**config.mk**
```make
export PLATFORM = sky130hd
export DESIGN_NAME = text_terminal_writer_flat
export DESIGN_NICKNAME = d
export VERILOG_FILES = /design/src/rtl/text_terminal_writer_if.sv /design/src/rtl/text_terminal_writer.sv /design/src/flat_wrapper.sv
export SDC_FILE = /design/constraint.sdc
export NUM_CORES = 1
export LEC_CHECK = 0
export CAP_MARGIN = 20
export CORE_ASPECT_RATIO = 0.75
export CORE_MARGIN = 3
export CORE_UTILIZATION = 45
export DETAILED_ROUTE_END_ITERATION = 6
export DONT_BUFFER_PORTS = 1
export HOLD_SLACK_MARGIN = 0.12
export PLACE_DENSITY = 0.64
export SYNTH_ARGS = -nofsm -noshare
export SYNTH_HDL_FRONTEND = slang
export SYNTH_SLANG_ARGS = --single-unit
```
**constraint.sdc**
```tcl
create_clock -name i_clk -period 2.2 [get_ports i_clk]
set_input_delay 0.44 -clock i_clk [delete_from_list [all_inputs] [get_ports i_clk]]
set_output_delay 0.44 -clock i_clk [all_outputs]
set_load 0.02 [all_outputs]
```
**src/rtl/text_terminal_writer_if.sv**
```systemverilog
// Character source and tile-RAM write port of the text terminal writer.
// The slave side is the writer; the master side is the character source / RAM observer.
interface text_terminal_writer_if;
  logic [6:0]  char_in;
  logic        char_valid;
  logic        char_ready;
  logic        we;
  logic [11:0] addr_w;
  logic [6:0]  din;
  logic [6:0]  cur_x;
  logic [4:0]  cur_y;
  logic        busy;

  modport master (
    output char_in, char_valid,
    input  char_ready, we, addr_w, din, cur_x, cur_y, busy
  );

  modport slave (
    input  char_in, char_valid,
    output char_ready, we, addr_w, din, cur_x, cur_y, busy
  );
endinterface

```
**src/rtl/text_terminal_writer.sv**
```systemverilog
// Turns a stream of ASCII codes into tile-RAM writes, tracking the cursor and
// handling CR/LF/BS/FF plus line and full-screen clears.
module text_terminal_writer #(
  parameter int unsigned MAX_X = 80,
  parameter int unsigned MAX_Y = 30,
  parameter logic [6:0]  BLANK = 7'h20
) (
  input logic                   i_clk,
  input logic                   i_reset,
  text_terminal_writer_if.slave io_bus
);

  localparam logic [6:0] LastCol = 7'(MAX_X - 1);
  localparam logic [4:0] LastRow = 5'(MAX_Y - 1);

  typedef enum logic [1:0] {StClrScreen, StClrLine, StIdle} state_e;

  state_e      r_state, w_state_d;
  logic [6:0]  r_cur_x, w_cur_x_d;
  logic [4:0]  r_cur_y, w_cur_y_d;
  logic [6:0]  r_clr_col, w_clr_col_d;
  logic [4:0]  r_clr_row, w_clr_row_d;
  logic        r_we, w_we_d;
  logic [11:0] r_addr, w_addr_d;
  logic [6:0]  r_din, w_din_d;
  logic        w_ready;
  logic        w_accept;
  logic [6:0]  w_char;

  function automatic logic [4:0] next_row(input logic [4:0] row);
    return (row == LastRow) ? 5'd0 : row + 5'd1;
  endfunction

  assign w_ready  = (r_state == StIdle) && !i_reset;
  assign w_accept = w_ready && io_bus.char_valid;
  assign w_char   = io_bus.char_in;

  always_comb begin
    w_state_d   = r_state;
    w_cur_x_d   = r_cur_x;
    w_cur_y_d   = r_cur_y;
    w_clr_col_d = r_clr_col;
    w_clr_row_d = r_clr_row;
    w_we_d      = 1'b0;
    w_addr_d    = r_addr;
    w_din_d     = r_din;
    unique case (r_state)
      StClrScreen: begin
        w_we_d   = 1'b1;
        w_addr_d = {r_clr_row, r_clr_col};
        w_din_d  = BLANK;
        if (r_clr_col == LastCol) begin
          w_clr_col_d = 7'd0;
          if (r_clr_row == LastRow) begin
            w_clr_row_d = 5'd0;
            w_state_d   = StIdle;
          end else begin
            w_clr_row_d = r_clr_row + 5'd1;
          end
        end else begin
          w_clr_col_d = r_clr_col + 7'd1;
        end
      end
      StClrLine: begin
        w_we_d   = 1'b1;
        w_addr_d = {r_cur_y, r_clr_col};
        w_din_d  = BLANK;
        if (r_clr_col == LastCol) begin
          w_clr_col_d = 7'd0;
          w_state_d   = StIdle;
        end else begin
          w_clr_col_d = r_clr_col + 7'd1;
        end
      end
      StIdle: begin
        if (w_accept) begin
          if (w_char >= 7'h20 && w_char <= 7'h7E) begin
            // The character write is registered here, so it leaves before any wrap clear.
            w_we_d   = 1'b1;
            w_addr_d = {r_cur_y, r_cur_x};
            w_din_d  = w_char;
            if (r_cur_x == LastCol) begin
              w_cur_x_d   = 7'd0;
              w_cur_y_d   = next_row(r_cur_y);
              w_clr_col_d = 7'd0;
              w_state_d   = StClrLine;
            end else begin
              w_cur_x_d = r_cur_x + 7'd1;
            end
          end else begin
            case (w_char)
              7'h0D: w_cur_x_d = 7'd0;
              7'h0A: begin
                w_cur_x_d   = 7'd0;
                w_cur_y_d   = next_row(r_cur_y);
                w_clr_col_d = 7'd0;
                w_state_d   = StClrLine;
              end
              7'h08: begin
                if (r_cur_x != 7'd0) begin
                  w_cur_x_d = r_cur_x - 7'd1;
                  w_we_d    = 1'b1;
                  w_addr_d  = {r_cur_y, r_cur_x - 7'd1};
                  w_din_d   = BLANK;
                end
              end
              7'h0C: begin
                w_cur_x_d   = 7'd0;
                w_cur_y_d   = 5'd0;
                w_clr_col_d = 7'd0;
                w_clr_row_d = 5'd0;
                w_state_d   = StClrScreen;
              end
              default: ;
            endcase
          end
        end
      end
      default: w_state_d = StClrScreen;
    endcase
  end

  always_ff @(posedge i_clk) begin
    if (i_reset) begin
      r_state   <= StClrScreen;
      r_cur_x   <= 7'd0;
      r_cur_y   <= 5'd0;
      r_clr_col <= 7'd0;
      r_clr_row <= 5'd0;
      r_we      <= 1'b0;
      r_addr    <= 12'd0;
      r_din     <= BLANK;
    end else begin
      r_state   <= w_state_d;
      r_cur_x   <= w_cur_x_d;
      r_cur_y   <= w_cur_y_d;
      r_clr_col <= w_clr_col_d;
      r_clr_row <= w_clr_row_d;
      r_we      <= w_we_d;
      r_addr    <= w_addr_d;
      r_din     <= w_din_d;
    end
  end

  assign io_bus.char_ready = w_ready;
  assign io_bus.busy       = (r_state != StIdle) || i_reset;
  assign io_bus.we         = r_we;
  assign io_bus.addr_w     = r_addr;
  assign io_bus.din        = r_din;
  assign io_bus.cur_x      = r_cur_x;
  assign io_bus.cur_y      = r_cur_y;

endmodule

```
**src/flat_wrapper.sv**
```systemverilog
// flat-port wrapper written by rule: the top's interface ports become plain ports
module text_terminal_writer_flat 
#(
  parameter int unsigned MAX_X = 80,
  parameter int unsigned MAX_Y = 30,
  parameter logic [6:0]  BLANK = 7'h20
)
  (i_clk, i_reset, io_bus_char_in, io_bus_char_valid, io_bus_char_ready, io_bus_we, io_bus_addr_w, io_bus_din, io_bus_cur_x, io_bus_cur_y, io_bus_busy);
  text_terminal_writer_if io_bus_i ();
  input logic i_clk;
  input logic i_reset;
  input wire logic [$bits(io_bus_i.char_in)-1:0] io_bus_char_in;
  input wire logic [$bits(io_bus_i.char_valid)-1:0] io_bus_char_valid;
  output wire logic [$bits(io_bus_i.char_ready)-1:0] io_bus_char_ready;
  output wire logic [$bits(io_bus_i.we)-1:0] io_bus_we;
  output wire logic [$bits(io_bus_i.addr_w)-1:0] io_bus_addr_w;
  output wire logic [$bits(io_bus_i.din)-1:0] io_bus_din;
  output wire logic [$bits(io_bus_i.cur_x)-1:0] io_bus_cur_x;
  output wire logic [$bits(io_bus_i.cur_y)-1:0] io_bus_cur_y;
  output wire logic [$bits(io_bus_i.busy)-1:0] io_bus_busy;
  assign io_bus_i.char_in = io_bus_char_in;
  assign io_bus_i.char_valid = io_bus_char_valid;
  assign io_bus_char_ready = io_bus_i.char_ready;
  assign io_bus_we = io_bus_i.we;
  assign io_bus_addr_w = io_bus_i.addr_w;
  assign io_bus_din = io_bus_i.din;
  assign io_bus_cur_x = io_bus_i.cur_x;
  assign io_bus_cur_y = io_bus_i.cur_y;
  assign io_bus_busy = io_bus_i.busy;
  text_terminal_writer #(.MAX_X(MAX_X), .MAX_Y(MAX_Y), .BLANK(BLANK)) u_core (.i_clk(i_clk), .i_reset(i_reset), .io_bus(io_bus_i));
endmodule
```
==> impl_metrics.tcl <==
set metrics [dict create \
    gr-total-overflow 0 \
    top_usage_layer "met1" \
    start_kind "register" \
    vias 2653 \
    syn_inst 349 \
    outcome "finished clean" \
    drive_above_1_share_pct 13.5 \
    grtUsageMet1_pct 33.6 \
    clock-sinks 46 \
    finalPower_w 0.00146 \
    yosys_warnings 0 \
    dp_hpwl_um 5470 \
    cp_max_fo 5 \
    wl_per_cell_um 17.2 \
    slew-limit-headroom_pct 62.0 \
    cts_hold_buf 0 \
    worst_slew_pin_slew_ps 566 \
    synthesis.nets 371 \
    synthTopCellsByCount "dfxtp_1, a21oi_1, nand2_1" \
    synth.top_cell.area_share_pct 33.5 \
    synthFlopType "dfxtp_1" \
    post-place-ws_ps -21.0 \
    yosys.area.top_type "dfxtp_1" \
    die_area_mm2 0.00708 \
    ioPinCount 44 \
    synth_most_common_cell "dfxtp_1" \
    fin_ws_ps 85.8 \
    syn_area_per_cell_um2 7.87 \
    ir_drop_mv 0.295 \
    syn_area_mm2 0.00275 \
    cts_tree "done" \
    fin_crit_ps 2110 \
    start_util_pct 48.9 \
    root_buffer "clkbuf_8" \
    fmax_mhz 473 \
    htreeDepth 2 \
    cp.arrival_ps 2350 \
    grt_max_degree 47 \
    crit_required_ps 2440 \
    drt-initial-drc-count 196 \
    holdWs_ps 199 \
    fp-row-count 23 \
    syn_to_final_growth_pct 11.4 \
    cts_inserted_buffers 5 \
    gr-usage-met2_pct 28.8 \
    antenna_found_initial 0 \
    slew_viol_final 0 \
    skew_ps 6.09 \
    grt_pass1_vias 2307 \
    insertion_delay_ps 300 \
    hold_viol 0 \
    cts_buffer_depth 2 \
    synth_edf_count 0 \
    fin_nets 383 \
    clk_pin_slew_ps 90 \
    setup_viol 0 \
    synth_seq_cells 46 \
    route.detailed.drc 0 \
    use_met3_pct 5.42 \
    leakage_nw 1.17 \
    synthArstFlopShare_pct 0 \
    yosys.cell_types.count 55 \
    power.density_mw_per_mm2 477 \
    routed_wl_um 7500 \
    core-area_mm2 0.00561 \
    diodes 0 \
    die_h_um 73.6 \
    drtAntennaViolNets 0 \
    groute.usage.overall_pct 21.2 \
    fin_crit_sh_pct 96.1 \
    fin_util_pct 54.5 \
    firstDrtPassIters 5 \
    synth_seq_area_share_pct 33.5 \
    portBuffers 0 \
    die_w_um 96.2 \
    synth_area_leaders "dfxtp_1, a21oi_1, ha_1" \
    grt_pass1_wl_um 11800 \
    routed_via_density 6.07 \
    place_congestion 0.854 \
    maxCapViolCount 0 \
    nFillCells 552 \
    crit_type "reg2reg" \
    hold_path_class "in2reg" \
    cp-end-kind "register" \
]
-- state kept, by name, summed over array words and instances (netlist names) --
signal	flops
u_core.io_bus.addr_w	12
u_core.io_bus.cur_x	7
u_core.io_bus.din	7
u_core.r_clr_col	7
u_core.io_bus.cur_y	5
u_core.r_clr_row	5
u_core.r_state	2
u_core.io_bus.we	1
-- final timing paths --
check,to,from,depth (start not counted),slack [ps]
max reg2reg,u_core.r_clr_row[2]$_SDFFE_PP0P_,u_core.r_clr_col[1]$_SDFFE_PP0P_,6,90
min reg2reg,u_core.r_clr_col[6]$_SDFFE_PP0P_,u_core.r_clr_col[6]$_SDFFE_PP0P_,1,510
max,u_core.r_clr_row[2]$_SDFFE_PP0P_,u_core.r_clr_col[1]$_SDFFE_PP0P_,6,90
min,u_core.io_bus.din[3]$_SDFFE_PP0P_,i_reset,1,200
-- cell usage in the layout, fill, tap and decap left out, types with 2 or more instances in the layout --
master / count
mux2i_1: 3
ha_1: 12
a311oi_1: 6
nand3b_1: 3
or3_1: 6
and3_1: 4
xnor2_1: 6
a211oi_1: 10
a21o_1: 5
clkbuf_8: 5
o32ai_1: 3
a22oi_1: 6
a21oi_1: 43
nand4b_1: 2
dfxtp_1: 46
o21ai_1: 2
nor4_1: 3
nand3_1: 21
nor2b_1: 4
nor3_1: 6
o21a_1: 2
nand4_1: 7
xor2_1: 2
nand2b_1: 8
inv_1: 12
buf_4: 28
nor2_1: 23
nand2_1: 30
o21ai_0: 21
a31oi_1: 3
-- where the power goes --
| group | switching (W) | total [W] | internal, W |
|---|---|---|---|
| sequential | 0.0000133 | 0.000854 | 0.000841 |
| clock | 0.000309 | 0.000533 | 0.000224 |
| combinational | 0.0000387 | 0.0000701 | 0.0000314 |
-- through the flow --
step                cell area, µm²  cells  setup TNS [ps]
floorplan                     2750    349               0
global placement              2940    428               0
detailed placement            2940    428           -21.0
CTS                           3040    436               0
global route                  3060    437          -0.616
finish                        3060    437               0
-- critical path, cell delays in order (launching register included) --
cell	delay (ps)
dfxtp_1	420
ha_1	230
nand3_1	170
nor4b_4	380
nand4_1	210
or3b_2	500
a21oi_1	140
-- per-layer routing --
layer | wire, µm | part of all wire, %
met5 | 0 | 0
met4 | 27 | 0.36
met3 | 722 | 9.6
met2 | 3040 | 41
met1 | 3710 | 49
-- cell type report --
cell class	count	area (µm²)	share of cell area, %
tap	75	93.8	3.07
inverter	12	45.0	1.47
sequential	46	921	30.1
clock inverter	3	21.3	0.696
timing repair buffer	28	210	6.87
multi-input combinational	268	1700	55.5
clock buffer	5	68.8	2.25
-- cells by family after synthesis --
kind of cell	Yosys count	share of synthesized area, %
buf+inv	35	5.56
compound gates	112	25.3
flops	46	33.5
xor+xnor	8	2.55
fa+ha+maj	12	5.47
mux	4	1.50
simple gates	132	26.0
-- timing repair --
action                     in CTS  in global routing
hold endpoints to repair        0                  0
setup endpoints to repair       1                 17
pin swaps                       0                  2
resized for setup               1                  4
buffers inserted                0                  1
No activity file was read; power rests on OpenSTA's default activity.
